File: src/rtl/alu32.sv
// alu32: registered WIDTH-bit integer ALU with eight operations and a Zero flag.
// Optional Overflow output (signed ADD/SUB) when ALU_OVERFLOW_EN is defined.
module alu32 #(
  parameter int unsigned WIDTH = 32
) (
  input  logic             clk,
  input  logic             rst,
  input  logic             en,
  input  logic [WIDTH-1:0] A,
  input  logic [WIDTH-1:0] B,
  input  logic [2:0]       ALUOp,
  output logic [WIDTH-1:0] C,
  output logic             Zero
`ifdef ALU_OVERFLOW_EN
  ,
  output logic             Overflow
`endif
);

  localparam int unsigned SHW = $clog2(WIDTH);

  typedef enum logic [2:0] {
    OP_ADD = 3'b000,
    OP_SUB = 3'b001,
    OP_AND = 3'b010,
    OP_OR  = 3'b011,
    OP_XOR = 3'b100,
    OP_SLT = 3'b101,
    OP_SLL = 3'b110,
    OP_SRL = 3'b111
  } op_e;

  logic [WIDTH-1:0] w_sum;
  logic [WIDTH-1:0] w_diff;
  logic [SHW-1:0]   w_shamt;
  logic             w_lt;
  logic [WIDTH-1:0] w_result;

  assign w_sum   = A + B;
  assign w_diff  = A - B;
  assign w_shamt = B[SHW-1:0];
  assign w_lt    = ($signed(A) < $signed(B));

  // Combinational result select; default branch is unreachable and behaves as ADD
  always_comb begin
    w_result = w_sum;
    case (op_e'(ALUOp))
      OP_ADD:  w_result = w_sum;
      OP_SUB:  w_result = w_diff;
      OP_AND:  w_result = A & B;
      OP_OR:   w_result = A | B;
      OP_XOR:  w_result = A ^ B;
      OP_SLT:  w_result = WIDTH'(w_lt);
      OP_SLL:  w_result = A << w_shamt;
      OP_SRL:  w_result = A >> w_shamt;
      default: w_result = w_sum;
    endcase
  end

`ifdef ALU_OVERFLOW_EN
  logic w_ovf;

  // Signed overflow: ADD when like-signed operands give an unlike-signed sum,
  // SUB when unlike-signed operands give a result whose sign differs from A
  always_comb begin
    w_ovf = 1'b0;
    case (op_e'(ALUOp))
      OP_ADD:  w_ovf = (A[WIDTH-1] == B[WIDTH-1]) && (w_sum[WIDTH-1] != A[WIDTH-1]);
      OP_SUB:  w_ovf = (A[WIDTH-1] != B[WIDTH-1]) && (w_diff[WIDTH-1] != A[WIDTH-1]);
      default: w_ovf = 1'b0;
    endcase
  end

  // Overflow register, captured in lockstep with C
  always_ff @(posedge clk) begin
    if (rst) begin
      Overflow <= 1'b0;
    end else if (en) begin
      Overflow <= w_ovf;
    end
  end
`endif

  // Result and Zero registers; reset wins over enable, en=0 holds both
  always_ff @(posedge clk) begin
    if (rst) begin
      C    <= '0;
      Zero <= 1'b1;
    end else if (en) begin
      C    <= w_result;
      Zero <= (w_result == '0);
    end
  end

endmodule

File: config.mk
export PLATFORM = sky130hd
export DESIGN_NAME = alu32
export DESIGN_NICKNAME = d
export VERILOG_FILES = /design/src/rtl/alu32.sv
export SDC_FILE = /design/constraint.sdc
export NUM_CORES = 1
export LEC_CHECK = 0
export CORE_ASPECT_RATIO = 1.25
export CORE_UTILIZATION = 50
export DETAILED_ROUTE_END_ITERATION = 6
export PLACE_DENSITY_LB_ADDON = 0.15
export SYNTH_ARGS = -nofsm -noshare
export SYNTH_HDL_FRONTEND = slang
export SYNTH_SLANG_ARGS = --single-unit
File: constraint.sdc
create_clock -name clk -period 5.41 [get_ports clk]
set_input_delay 1.082 -clock clk [delete_from_list [all_inputs] [get_ports clk]]
set_output_delay 1.082 -clock clk [all_outputs]
set_load 0.005 [all_outputs]
* After elaboration in Yosys (flattened, before gate mapping) *
Cells that the tools add are included.

word-level totals
  flip-flop bits (word level) = 33
  input port bits = 70

operators by class
  add/subtract/negate cells = 2
  magnitude comparators = 1
  equality and inequality tests = 7
  shifts and indexed selects = 2
  mux-type cells = 1
  bitwise gates (word level) = 3
  reduce and logical (&&, ||, !) cells = 2

operators by type and width
  cell                  count
  $pmux W32 S8          1
  $add A32 B32 Y32      1
  $and A32 B32 Y32      1
  $logic_not A32 Y1     1
  $lt A32 B32 Y1        1
  $or A32 B32 Y32       1
  $shl A32 B5 Y32       1
  $shr A32 B5 Y32       1
  $sub A32 B32 Y32      1
  $xor A32 B32 Y32      1
  $eq A3 B3 Y1 const B  4
  $eq A3 B2 Y1 const B  2
  $eq A3 B1 Y1 const B  1
  $logic_not A3 Y1      1

* Depth between registers and ports, before layout *
  depth in word-level cells = 3
  gate-level depth with buffers = 17
  mapped depth without buffers = 14

* Worst setup path after synthesis *
No wires, ideal clock.

  path kind = input to register
  start = input port B[3]
  end = register Zero
  setup time = 0.059 ns
  arrival = 4.782 ns
  data required time = 5.351 ns
  path slack = 0.569 ns
  cell stages on the path = 16
  buffers on the path = 4
  cells stage by stage = clkbuf_1 -> inv_1 -> buf_1 -> buf_1 -> ha_1 -> clkbuf_1 -> or4_1 -> a21oi_1 -> o21ai_0 -> a41oi_1 -> o21ai_1 -> xnor2_1 -> a2111oi_0 -> nand2_1 -> nor4_2 -> a31o_1

on the way
  cells in the longest elaborated chain, start to end = 3

RTL lines
  element                                         RTL line  source
  from (decl)                                     10        input logic [WIDTH-1:0] B,
  $sub A32 B32 Y32, or another cell as far along  40        assign w_diff = A - B;
  $pmux W32 S8 (*)                                47        case (op_e'(ALUOp))
  $logic_not A32 Y1 (*)                           91        Zero <= (w_result == '0);
  to (signal assigned)                            91
  to (decl)                                       13        output logic Zero

Every way passes the cells marked *; elsewhere a longest branch is shown, timed or not.
A chain may end at the register's enable or synchronous reset.

* Worst setup path after layout *
  start = input port B[4]
  end = register Zero

The elaborated chain is that of the path after synthesis.

==> impl.org <==
** Timing
- Transition time of the tightest slew-check pin :: 1.075 ns
- Setup repair after global routing left no endpoint under its margin.
- Finish-stage setup viols :: 0
- Final worst-path cycle share :: 93.77%
- Setup total negative slack on the finished layout was measured at 0 ns.
- On the final layout, the worst clock skew is 0 ns.
- The final number of max-transition violations is 0.
- Number of hold violations in the final report :: 0
- Worst slew margin relative to its limit :: roughly 28%
- The clock period could shrink to 5.073 ns.
- Maximum clock rate :: 197.1 MHz

** Logic synthesis
- Counting every instance in the synthesized netlist gives 1485.
- Top cell types by occurrence after synthesis :: nor2_1 (164), a21oi_1 (122), nand2_1 (121)
- The most used flip-flop cell after synthesis is dfxtp_1.
- Most common cell in the synthesized netlist :: nor2_1
- The synthesized design spends more area on one cell type than any other, namely ha_1.
- After synthesis the cells add up to 10570 um2.
- A synthesized cell averages between 7 and 8 um2.
- After synthesis, the netlist uses 97 different library cells.
- Yosys top cell area share :: approximately 11%
- When the netlist entered floorplanning its net count stood at 1654.
- In the post-synthesis netlist, the biggest area contributors are ha_1 (11%), mux4_2 (6.6%), dfxtp_1 (6.3%).
- Count of flip-flops with a built-in enable after synthesis :: 0
- Async S/R FF share, synth :: 0%
- Yosys warning count :: 0
- Sequential fraction of the synthesis area :: 6.252%
- #FFs+latches synth :: 33

** Pwr
- VDD IR max :: 0.0001984 V
- Net switching component of the power :: 0.0009129 W
- Per report_power, the combinational group accounts for 70.9% of the total.
- Net switching share of the total power :: between 40 and 50%
- Pint :: 0.0009484 W
- Reported leakage power :: 5.204 nW
- Part of the power in registers :: 14.7%
- Clock Power Share :: 14.4%
- Dividing total power by cell area gives a power density of 150.6 nW/um2.

** Floorplan
- Area of the placeable core :: just over 20000 um2
- From bottom edge to top edge, the die measures 164.5 um.
- Die Span X :: between 100 and 150 um
- Number of primary I/O pins :: a little over 100
- The die covers 21720 um2.
- For this configuration, the core starts out at a cell density of around half.
- Count of standard-cell rows :: 59

** Routing
- The routed layout has 13203 vias.
- The detailed router finished its first iteration with 2030 violations.
- Antenna Violating Nets Remaining :: 0
- Wire length per cell after detailed routing :: 27.40 um
- Via density per instance :: 7.110
- For this run, design rule violations remaining after detail routing come to 0.
- The final layout contains routed wiring with a total length of 50.88 mm.
- Total iterations of the first detailed-routing run :: 6

** Outcome
- The run finished with clean final reports.

** Setup path
- CP required :: 5.64 ns
- The worst setup path is launched from an input pin.
- Data arrives at the worst endpoint at 5.30 ns.
- Critical path launch point :: B[4]
- Crit path kind :: in -> reg
- Critical path fanouts, max :: 10
- Startpoint of the lowest-slack register-to-register path :: Zero
- The worst setup path is captured at a register.

** Worst hold path
- In this run the worst hold path is classified as reg -> reg.
- Hold path start :: C[3]

** CTS
- Clock buffer count from CTS :: 5
- CTS resizes :: 0
- Buffers added to address setup during post-CTS repair amount to 0.
- CTS root buf :: clkbuf_16
- After clock tree synthesis, the clock-pin slew on the worst setup and hold paths is 0.05 ns.
- Buffers inserted to repair hold after CTS numbered 0.
- TritonCTS built the clock tree.
- Clock sink total :: 33
- Source-to-sink clock delay at the later pin of the worst-skew pair :: about 0.28 ns
- The clock tree synthesis step divided the H-tree into 2 levels.
- The longest clock path from root to sink contains 2 buffers.

** Final layout
- Number of antenna cells inserted :: 0
- After filler insertion, the fill cell instance count of the layout stands at 1996.
- The post-route netlist has 13.83% of its cells at a drive strength greater than 1.
- Relative to the synthesized area, the layout overhead comes to 16.98%.
- The final layout contains 1751 nets.
- Excluding fillers, the count of instances in the completed layout stands at around 1900.

** Placed design
- Summed over all nets, the half-perimeter wirelength after detailed placement is 40.53 mm.
- Counting tap cells, the placed design contains a total of around 1800 instances.
- During placement, the flow inserted port buffers numbering between 100 and 150.
- Routability-driven placement finished with a final weighted congestion of 1.095.

** Global route
- The via count of the first global-routing pass was 12233.
- Number of antenna violations at the first check in global routing :: 0
- First-pass GRT wire length :: 75.51 mm
- Total congestion overflow :: 0
- Maximum number of pins on one net before global-route repair :: 83
- Total routing resource utilization after global routing :: 46.12%

** Run
- Max-cap viol count :: 0
state kept, by name, summed over array words and instances, names as in the netlist:
| name | cells |
|---|---|
| C | 32 |
| Zero | 1 |
path summary, 6_finish.rpt:
| check | endpoint | slack, ns | depth (start not counted) |
|---|---|---|---|
| worst max-delay path | Zero | 0.34 | 13 |
| worst max register to register | Zero | 4.66 | 2 |
| worst min register to register | C[3] | 0.47 | 2 |
| worst min-delay path | C[3] | 0.47 | 2 |
layer usage:
metal  global-route usage (%)  vias to the layer above  share of wire, %
li1                         -                     5761                 -
met1                    56.16                     6195                37
met2                    76.31                     1006                45
met3                    6.814                      241                11
met4                    29.76                        0               7.3
met5                        0                        -                 0
through the flow:
step                utilization (%)  worst slack, ns  hold WS [ns]  cell area, um2  power, W
floorplan                         -           0.5694        0.4618           10570  0.001049
global placement              58.93           0.3062        0.4560           12220  0.001536
detailed placement            58.93           0.1310        0.4592           12220  0.001542
CTS                           59.59           0.4290        0.4675           12360  0.001816
global route                  59.59           0.1111        0.4805           12360  0.001941
finish                        59.59           0.3369        0.4676           12360  0.001861
area by class of cell:
type | instances | area [um2] | share of cell area [%]
Multi-Input combinational cell | 1226 | 8941 | 72.34
Timing Repair Buffer | 214 | 1897 | 15.35
Clock buffer | 8 | 136.4 | 1.103
Sequential cell | 33 | 660.6 | 5.345
Tap cell | 274 | 342.8 | 2.774
Inverter | 102 | 382.9 | 3.097
kinds of logic (layout without fill, tap and decap cells):
group	after synthesis	after routing	synth area share, %
fa+ha+maj	99	99	11.86
mux	127	127	16.23
simple gates	470	470	21.36
xor+xnor	22	22	1.824
flops	33	33	6.252
compound gates	508	508	33.23
buf+inv	226	324	9.236
cell usage in the layout, fill, tap and decap left out, types with 32 or more instances in the layout:
cell             netlist  layout
nor2_1               164     164
a21oi_1              122     122
buf_4                  3     108
nand2_1              121     121
inv_1                100     100
clkdlybuf4s50_1        0      96
dfxtp_1               33      33
a211oi_1              47      47
nor3_1                38      38
mux2i_1               63      63
o21ai_0               74      74
nand3_1               32      32
ha_1                  97      97
power by group through the flow:
stage,logic [W],clock network [W],registers (W)
after global routing,0.00138,0.000284,0.000277
after global placement,0.00126,0,0.000279
final,0.00132,0.000268,0.000274
after detailed placement,0.00126,0,0.000279
after CTS,0.00127,0.000274,0.000275
after floorplan,0.000768,0,0.000281
worst max-delay path: stages:
cell and delay (ns):
clkdlybuf4s50_1 0.62, inv_1 0.14, ha_1 0.42, or4_1 0.60, a21oi_1 0.36, o21ai_0 0.21
a41oi_1 0.22, o21ai_1 0.10, xnor2_1 0.18, a2111oi_0 0.73, nand2_1 0.16, nor4_2 0.30
a31o_1 0.17
(Power assumes the default switching activity.)
